**config.mk**
```make
export PLATFORM = sky130hd
export DESIGN_NAME = apb_bus_arbiter
export DESIGN_NICKNAME = d
export VERILOG_FILES = /design/src/rtl/apb_bus_arbiter.sv
export SDC_FILE = /design/constraint.sdc
export NUM_CORES = 1
export LEC_CHECK = 0
export CAP_MARGIN = 15
export CORE_ASPECT_RATIO = 0.8
export CORE_MARGIN = 2
export CORE_UTILIZATION = 34
export CTS_BUF_LIST = sky130_fd_sc_hd__clkbuf_2 sky130_fd_sc_hd__clkbuf_4 sky130_fd_sc_hd__clkbuf_8
export DETAILED_ROUTE_END_ITERATION = 10
export GPL_TIMING_DRIVEN = 0
export PLACE_DENSITY = 0.87
export SYNTH_ARGS = -nofsm -noshare
export SYNTH_HDL_FRONTEND = slang
export SYNTH_SLANG_ARGS = --single-unit
```
**constraint.sdc**
```tcl
create_clock -name Hclk -period 2.7 [get_ports Hclk]
set_clock_uncertainty 0.15 [all_clocks]
set_input_delay 0.27 -clock Hclk [delete_from_list [all_inputs] [get_ports Hclk]]
set_output_delay 0.27 -clock Hclk [all_outputs]
set_load 0.05 [all_outputs]
```
**src/rtl/apb_bus_arbiter.sv**
```systemverilog
// Two-requester APB master: round-robin arbitration, SETUP/ACCESS sequencing and slave decode.
// Optional macro APB_PREADY_EN adds the Pready port and wait-state support in ACCESS.
module apb_bus_arbiter #(
    parameter logic [31:0] BASE_ADDR = 32'h8000_0000,
    parameter int unsigned WIN_LOG2  = 26
) (
    input  logic        Hclk,
    input  logic        Hresetn,
    input  logic [1:0]  req,
    input  logic        wr0,
    input  logic        wr1,
    input  logic [31:0] addr0,
    input  logic [31:0] addr1,
    input  logic [31:0] wdata0,
    input  logic [31:0] wdata1,
    output logic [1:0]  done,
    output logic        err,
    output logic [31:0] rdata,
    output logic        Pwrite,
    output logic [2:0]  Pselx,
    output logic        Penable,
    output logic [31:0] Paddr,
    output logic [31:0] Pwdata,
    input  logic [31:0] Prdata
`ifdef APB_PREADY_EN
    ,
    input  logic        Pready
`endif
);

    localparam logic [1:0] ST_IDLE   = 2'd0;
    localparam logic [1:0] ST_SETUP  = 2'd1;
    localparam logic [1:0] ST_ACCESS = 2'd2;

    logic [1:0]  state, nxt_state;
    logic        gnt, nxt_gnt;
    logic        last, nxt_last;
    logic [2:0]  nxt_pselx;
    logic        nxt_penable, nxt_pwrite;
    logic [31:0] nxt_paddr, nxt_pwdata;
    logic        complete;
    logic        grant_en, grant_id;

    // Addresses below the base or past the third window select no slave.
    function automatic logic [2:0] decode(input logic [31:0] a);
        logic [31:0] off;
        logic [31:0] idx;
        off = a - BASE_ADDR;
        idx = off >> WIN_LOG2;
        decode = 3'b000;
        if (a >= BASE_ADDR) begin
            case (idx)
                32'd0:   decode = 3'b001;
                32'd1:   decode = 3'b010;
                32'd2:   decode = 3'b100;
                default: decode = 3'b000;
            endcase
        end
    endfunction

    // Completion strobe; a reset landing on an ACCESS cycle abandons the transfer silently.
    always_comb begin
`ifdef APB_PREADY_EN
        complete = (state == ST_ACCESS) && Hresetn && (Pready || (Pselx == 3'b000));
`else
        complete = (state == ST_ACCESS) && Hresetn;
`endif
        done  = complete ? (gnt ? 2'b10 : 2'b01) : 2'b00;
        err   = complete && (Pselx == 3'b000);
        rdata = (complete && !Pwrite && !err) ? Prdata : 32'd0;
    end

    always_comb begin
        nxt_state   = state;
        nxt_gnt     = gnt;
        nxt_last    = last;
        nxt_pselx   = Pselx;
        nxt_penable = Penable;
        nxt_pwrite  = Pwrite;
        nxt_paddr   = Paddr;
        nxt_pwdata  = Pwdata;
        grant_en    = 1'b0;
        grant_id    = 1'b0;

        case (state)
            ST_IDLE: begin
                if (|req) begin
                    grant_en = 1'b1;
                    grant_id = (&req) ? ~last : req[1];
                end
            end
            ST_SETUP: begin
                nxt_penable = 1'b1;
                nxt_state   = ST_ACCESS;
            end
            ST_ACCESS: begin
                // The requester just served is excluded; only the other one can chain directly.
                if (complete) begin
                    if (req[~gnt]) begin
                        grant_en = 1'b1;
                        grant_id = ~gnt;
                    end else begin
                        nxt_state   = ST_IDLE;
                        nxt_pselx   = 3'b000;
                        nxt_penable = 1'b0;
                    end
                end
            end
            default: nxt_state = ST_IDLE;
        endcase

        if (grant_en) begin
            nxt_state   = ST_SETUP;
            nxt_gnt     = grant_id;
            nxt_last    = grant_id;
            nxt_penable = 1'b0;
            nxt_pwrite  = grant_id ? wr1 : wr0;
            nxt_paddr   = grant_id ? addr1 : addr0;
            nxt_pwdata  = grant_id ? wdata1 : wdata0;
            nxt_pselx   = decode(nxt_paddr);
        end
    end

    // last resets to 1 so the first contended grant goes to requester 0.
    always_ff @(posedge Hclk) begin
        if (!Hresetn) begin
            state   <= ST_IDLE;
            gnt     <= 1'b0;
            last    <= 1'b1;
            Pselx   <= 3'b000;
            Penable <= 1'b0;
            Pwrite  <= 1'b0;
            Paddr   <= 32'd0;
            Pwdata  <= 32'd0;
        end else begin
            state   <= nxt_state;
            gnt     <= nxt_gnt;
            last    <= nxt_last;
            Pselx   <= nxt_pselx;
            Penable <= nxt_penable;
            Pwrite  <= nxt_pwrite;
            Paddr   <= nxt_paddr;
            Pwdata  <= nxt_pwdata;
        end
    end

endmodule

```
After elaboration in Yosys (flattened, before gate mapping):

Cells that the tools add are included.

* add/subtract/negate cells: 1
* magnitude comparators: 2
* equal/unequal tests: 10
* multiplexer cells: 30
* bitwise gates (word level): 4
* reductions and logical operators: 19

Operators by type and width (count)
* $mux W32: 3
* $ge A32 B32 Y1 const B: 1
* $logic_not A32 Y1: 1
* $sub A32 B32 Y32 const B: 1
* $mux W3: 5
* $mux W1: 13
* $reduce_and A3 Y1: 4
* $pmux W3 S3: 1
* $mux W2: 4
* $ne A2 B2 Y1 const B: 4
* $eq A6 B1 Y1 const B: 1
* $eq A6 B2 Y1 const B: 1
* $ne A3 B3 Y1 const B: 2
* $pmux W1 S2: 3
* $pmux W2 S3: 1
* $reduce_bool A2 Y1: 3
* $logic_and A1 B1 Y1: 4
* $not A1 Y1: 4
* $reduce_or A2 Y1: 2
* $logic_not A3 Y1: 1
* $eq A2 B1 Y1 const B: 1
* $eq A2 B2 Y1 const B: 1
* $logic_not A1 Y1: 2
* $logic_not A2 Y1: 1
* 2 further kinds: 2

* register bits: 73
* input port bits: 166
* output and inout port bits: 104

Depth between registers and ports, before layout:

* depth in word-level cells: 12
* mapped depth: 8
* mapped depth without buffers: 5

Worst setup path after synthesis:

No wires, ideal clock.

* path kind: input to output
* start point: input Hresetn
* end point: output err
* data arrival time: 2105 ps
* path slack: 175 ps
* stages: 3
* path buffers: 1
* cell sequence: clkbuf_1 -> nand3_1 -> nor4_1

* word-level cells in the longest chain between the ends: 2

Ends and longest elaborated chain
* start, declared: RTL line 8 `input logic Hresetn,`
* $logic_and A1 B1 Y1: RTL line 66 `complete = (state == ST_ACCESS) && Hresetn;`
* $logic_and A1 B1 Y1: RTL line 69 `err = complete && (Pselx == 3'b000);`
* end, declared: RTL line 17 `output logic err,`

Every way passes these cells.

Worst setup path in the final report:

* start point: register state[1]
* end point: output err

* word-level cells in the longest chain between the ends: 3

Ends and longest elaborated chain
* start, declared: RTL line 35 `logic [1:0] state, nxt_state;`
* start signal, assigned: RTL line 136 `state <= nxt_state;`
* $eq A2 B2 Y1: RTL line 66
* $logic_and A1 B1 Y1: RTL line 66
* $logic_and A1 B1 Y1: RTL line 69

Every way passes these cells.

==> flow_summary.yaml <==
min_path:
  min_from: "Hresetn"
  hold_path_class: "input port to register"
  min_path_cells: 2
placement:
  portBuffers: 268
  dp_worst_setup_slack_ns: -0.378
  dp_hpwl_um: 9720
  gp_congestion: 0.777
  dp.cells: 703
floorplan:
  ios: 270
  initial_core_util_pct: 34.8
  fp.dieArea_mm2: 0.0106
  die_x_um: 115
  coreArea_mm2: 0.00957
  die-height_um: 92.5
  fp-row-count: 32
timing:
  relSlewSlack_pct: 60.1
  slew_viol_final: 0
  worstMarginPinSlew_ns: 0.599
  hold_violations: 0
  finalWorstSetupSlack_ns: 0.146
  finalCriticalPeriod_ns: 2.55
  finalCritPeriodShare_pct: 94.6
  fmax_mhz: 392
  setup_violations: 0
cts:
  clockRootBuffer: "clkbuf_8"
  cts_buffers: 9
  cts_max_level: 3
  clk_latency_ns: 0.33
  cts_setup_buffers: 0
  ctsLongestPathBuffers: 2
  path_clk_slew_ns: 0.08
  cts_tree: "done"
  clock_sinks: 73
power_and_ir_drop:
  p_per_area_mw_per_mm2: 506
  leakage_nw: 2.38
  ir_drop_uv: 308
yosys:
  synth_flop_cell: "dfxtp_1"
  muxShareOfSynthArea_pct: 19.3
  yosysTopAreaCellShare_pct: 43.9
  synth_most_common_cell: "dfxtp_1"
  synth_xor_area_share_pct: 0
  synth_cell_types: 30
  synth_top_family_by_area: "compound AO/OA/AOI/OAI gates"
  synth_commonest_cells: "dfxtp_1 (73), o2bb2ai_1 (65), mux2i_1 (64)"
  synth_seq_area_share_pct: 43.9
  synth_compound_area_share_pct: 20.2
  syn_avg_cell_area_um2: 10.5
  yosys_warnings: 0
  ys_seq_elements: 73
  syn-num-nets: 482
  syn_area_mm2: 0.00333
  synth_edf_count: 0
  synth.largest_area_cell: "dfxtp_1"
  syn_inst: 316
  synth-adder-area-share_pct: 0
  synth_simple_gate_area_share_pct: 12.0
  synth_area_leaders: "dfxtp_1 (44%), mux2i_1 (19%), o2bb2ai_1 (17%)"
  synthArstFlopShare_pct: 0
cells_and_area:
  drive_above_1_share_pct: 10.4
  instances_no_fill: 718
  nFillCells: 764
  layout.nets: 761
  n_antenna_cell: 0
  syn_to_final_growth_pct: 90.7
worst_setup_path:
  end_kind: "primary output"
  crit_fanout: 10
  cp-startpoint: "state[1]"
  critPathKind: "register to primary output"
  worstReg2RegStart: "gnt"
  reg2reg_depth: 8
  critPathSlowestCell: "clkdlybuf4s50_1"
  cpPeakStageDelay_ns: 0.88
  cp_data_required_time_ns: 2.28
  critical_path_arrival_ns: 2.13
  crit_path_start_kind: "register"
  cp_cell_sequence: "buf_2 > nand3_2 > nor4_1 > clkdlybuf4s50_1"
routing:
  first_pass_iters: 4
  drc_errors: 0
  postRouteAntennaNets: 0
  vias: 3563
  wl_um: 12200
  wl_per_cell_um: 17.0
  drt-initial-drc-count: 74
  drt-vias-per-instance: 4.96
global_routing:
  grt_overflow: 0
  antenna_found_initial: 0
  grt_max_degree: 14
  track_usage_pct: 21.7
  grt_pass1_vias: 3644
  grt_pass1_wl_um: 18000
outcome:
  status: "finished clean"
run:
  maxCapViolCount: 0
==> flip-flops by register name, indices dropped and copies added (netlist names) <==
| name | flops |
|---|---|
| Paddr | 32 |
| Pwdata | 32 |
| Pselx | 3 |
| state | 2 |
| Penable | 1 |
| Pwrite | 1 |
| gnt | 1 |
| last | 1 |
==> timing repair <==
| action | in CTS | in global routing |
|---|---|---|
| gates resized for setup | 95 | 32 |
| endpoints found under the setup margin | 32 | 61 |
| hold buffers | 0 | 0 |
| pin swaps | 0 | 1 |
==> metrics by stage <==
| stage | cell area, µm² | utilization (%) | power [mW] | hold slack, ns | setup TNS (ns) |
|---|---|---|---|---|---|
| floorplan | 3330 | - | 1.86 | 0.230 | 0 |
| global placement | 6160 | 64.3 | 2.36 | 0.293 | -11.69 |
| detailed placement | 6160 | 64.3 | 2.38 | 0.296 | -15.03 |
| CTS | 6400 | 66.9 | 3.23 | 0.0949 | 0 |
| global route | 6340 | 66.3 | 3.34 | 0.160 | -0.00841 |
| finish | 6340 | 66.3 | 3.21 | 0.141 | 0 |
==> cell families after synthesis <==
group | count (synthesis)
compound gates | 78
flops | 73
simple gates | 68
mux | 64
buf+inv | 33
==> cell usage in the layout, fill, tap and decap left out, types with 2 or more instances in the layout <==
cell / count
a21oi_1: 6
and2_1: 33
buf_2: 18
buf_6: 2
clkbuf_1: 13
clkbuf_2: 2
clkbuf_8: 9
clkdlybuf4s15_2: 15
clkdlybuf4s18_2: 5
clkdlybuf4s50_1: 236
clkinv_4: 2
dfxtp_1: 73
dlygate4sd2_1: 2
inv_1: 6
mux2i_1: 64
nand2_1: 9
nand2b_1: 2
nand3_1: 3
nor2_1: 3
nor2b_1: 2
nor3_1: 3
nor3b_1: 2
o2bb2ai_1: 65
or4_1: 5
==> where the power goes <==
| part | internal, mW | switching (mW) |
|---|---|---|
| Combinational | 0.504 | 0.618 |
| Sequential | 1.18 | 0.0580 |
| Clock | 0.427 | 0.420 |
==> final cells by class <==
cell class / count / area, µm² / area share (%)
clock inverter: 6 / 68.8 / 1.09
timing repair buffer: 268 / 2650 / 41.8
clock buffer: 9 / 124 / 1.95
tap: 119 / 149 / 2.35
sequential: 73 / 1460 / 23.0
buffer: 27 / 133 / 2.09
inverter: 6 / 22.5 / 0.355
multi-input combinational: 210 / 1740 / 27.4
==> worst max-delay path: cells and delay by family (launching register included) <==
kind,cells,cell delay (ns)
AND/OR/NAND/NOR,2,0.39
buffers and inverters,2,1.10
flip-flops,1,0.32
==> per-layer routing <==
metal / routed length [µm] / global-route usage, % / vias up
met5: 0 / 0 / -
met4: 211 / 6.61 / 0
met3: 1110 / 7.79 / 21
met2: 6240 / 40.4 / 171
met1: 4640 / 22.8 / 1643
li1: - / - / 1728
==> final timing paths <==
check / to / slack [ns]
worst min-delay path: last / 0.14
worst max-delay path: err / 0.15
worst min register to register: Paddr[30] / 0.31
worst max register to register: Paddr[24] / 0.22
Note: power is estimated with default switching activity, not from simulation.
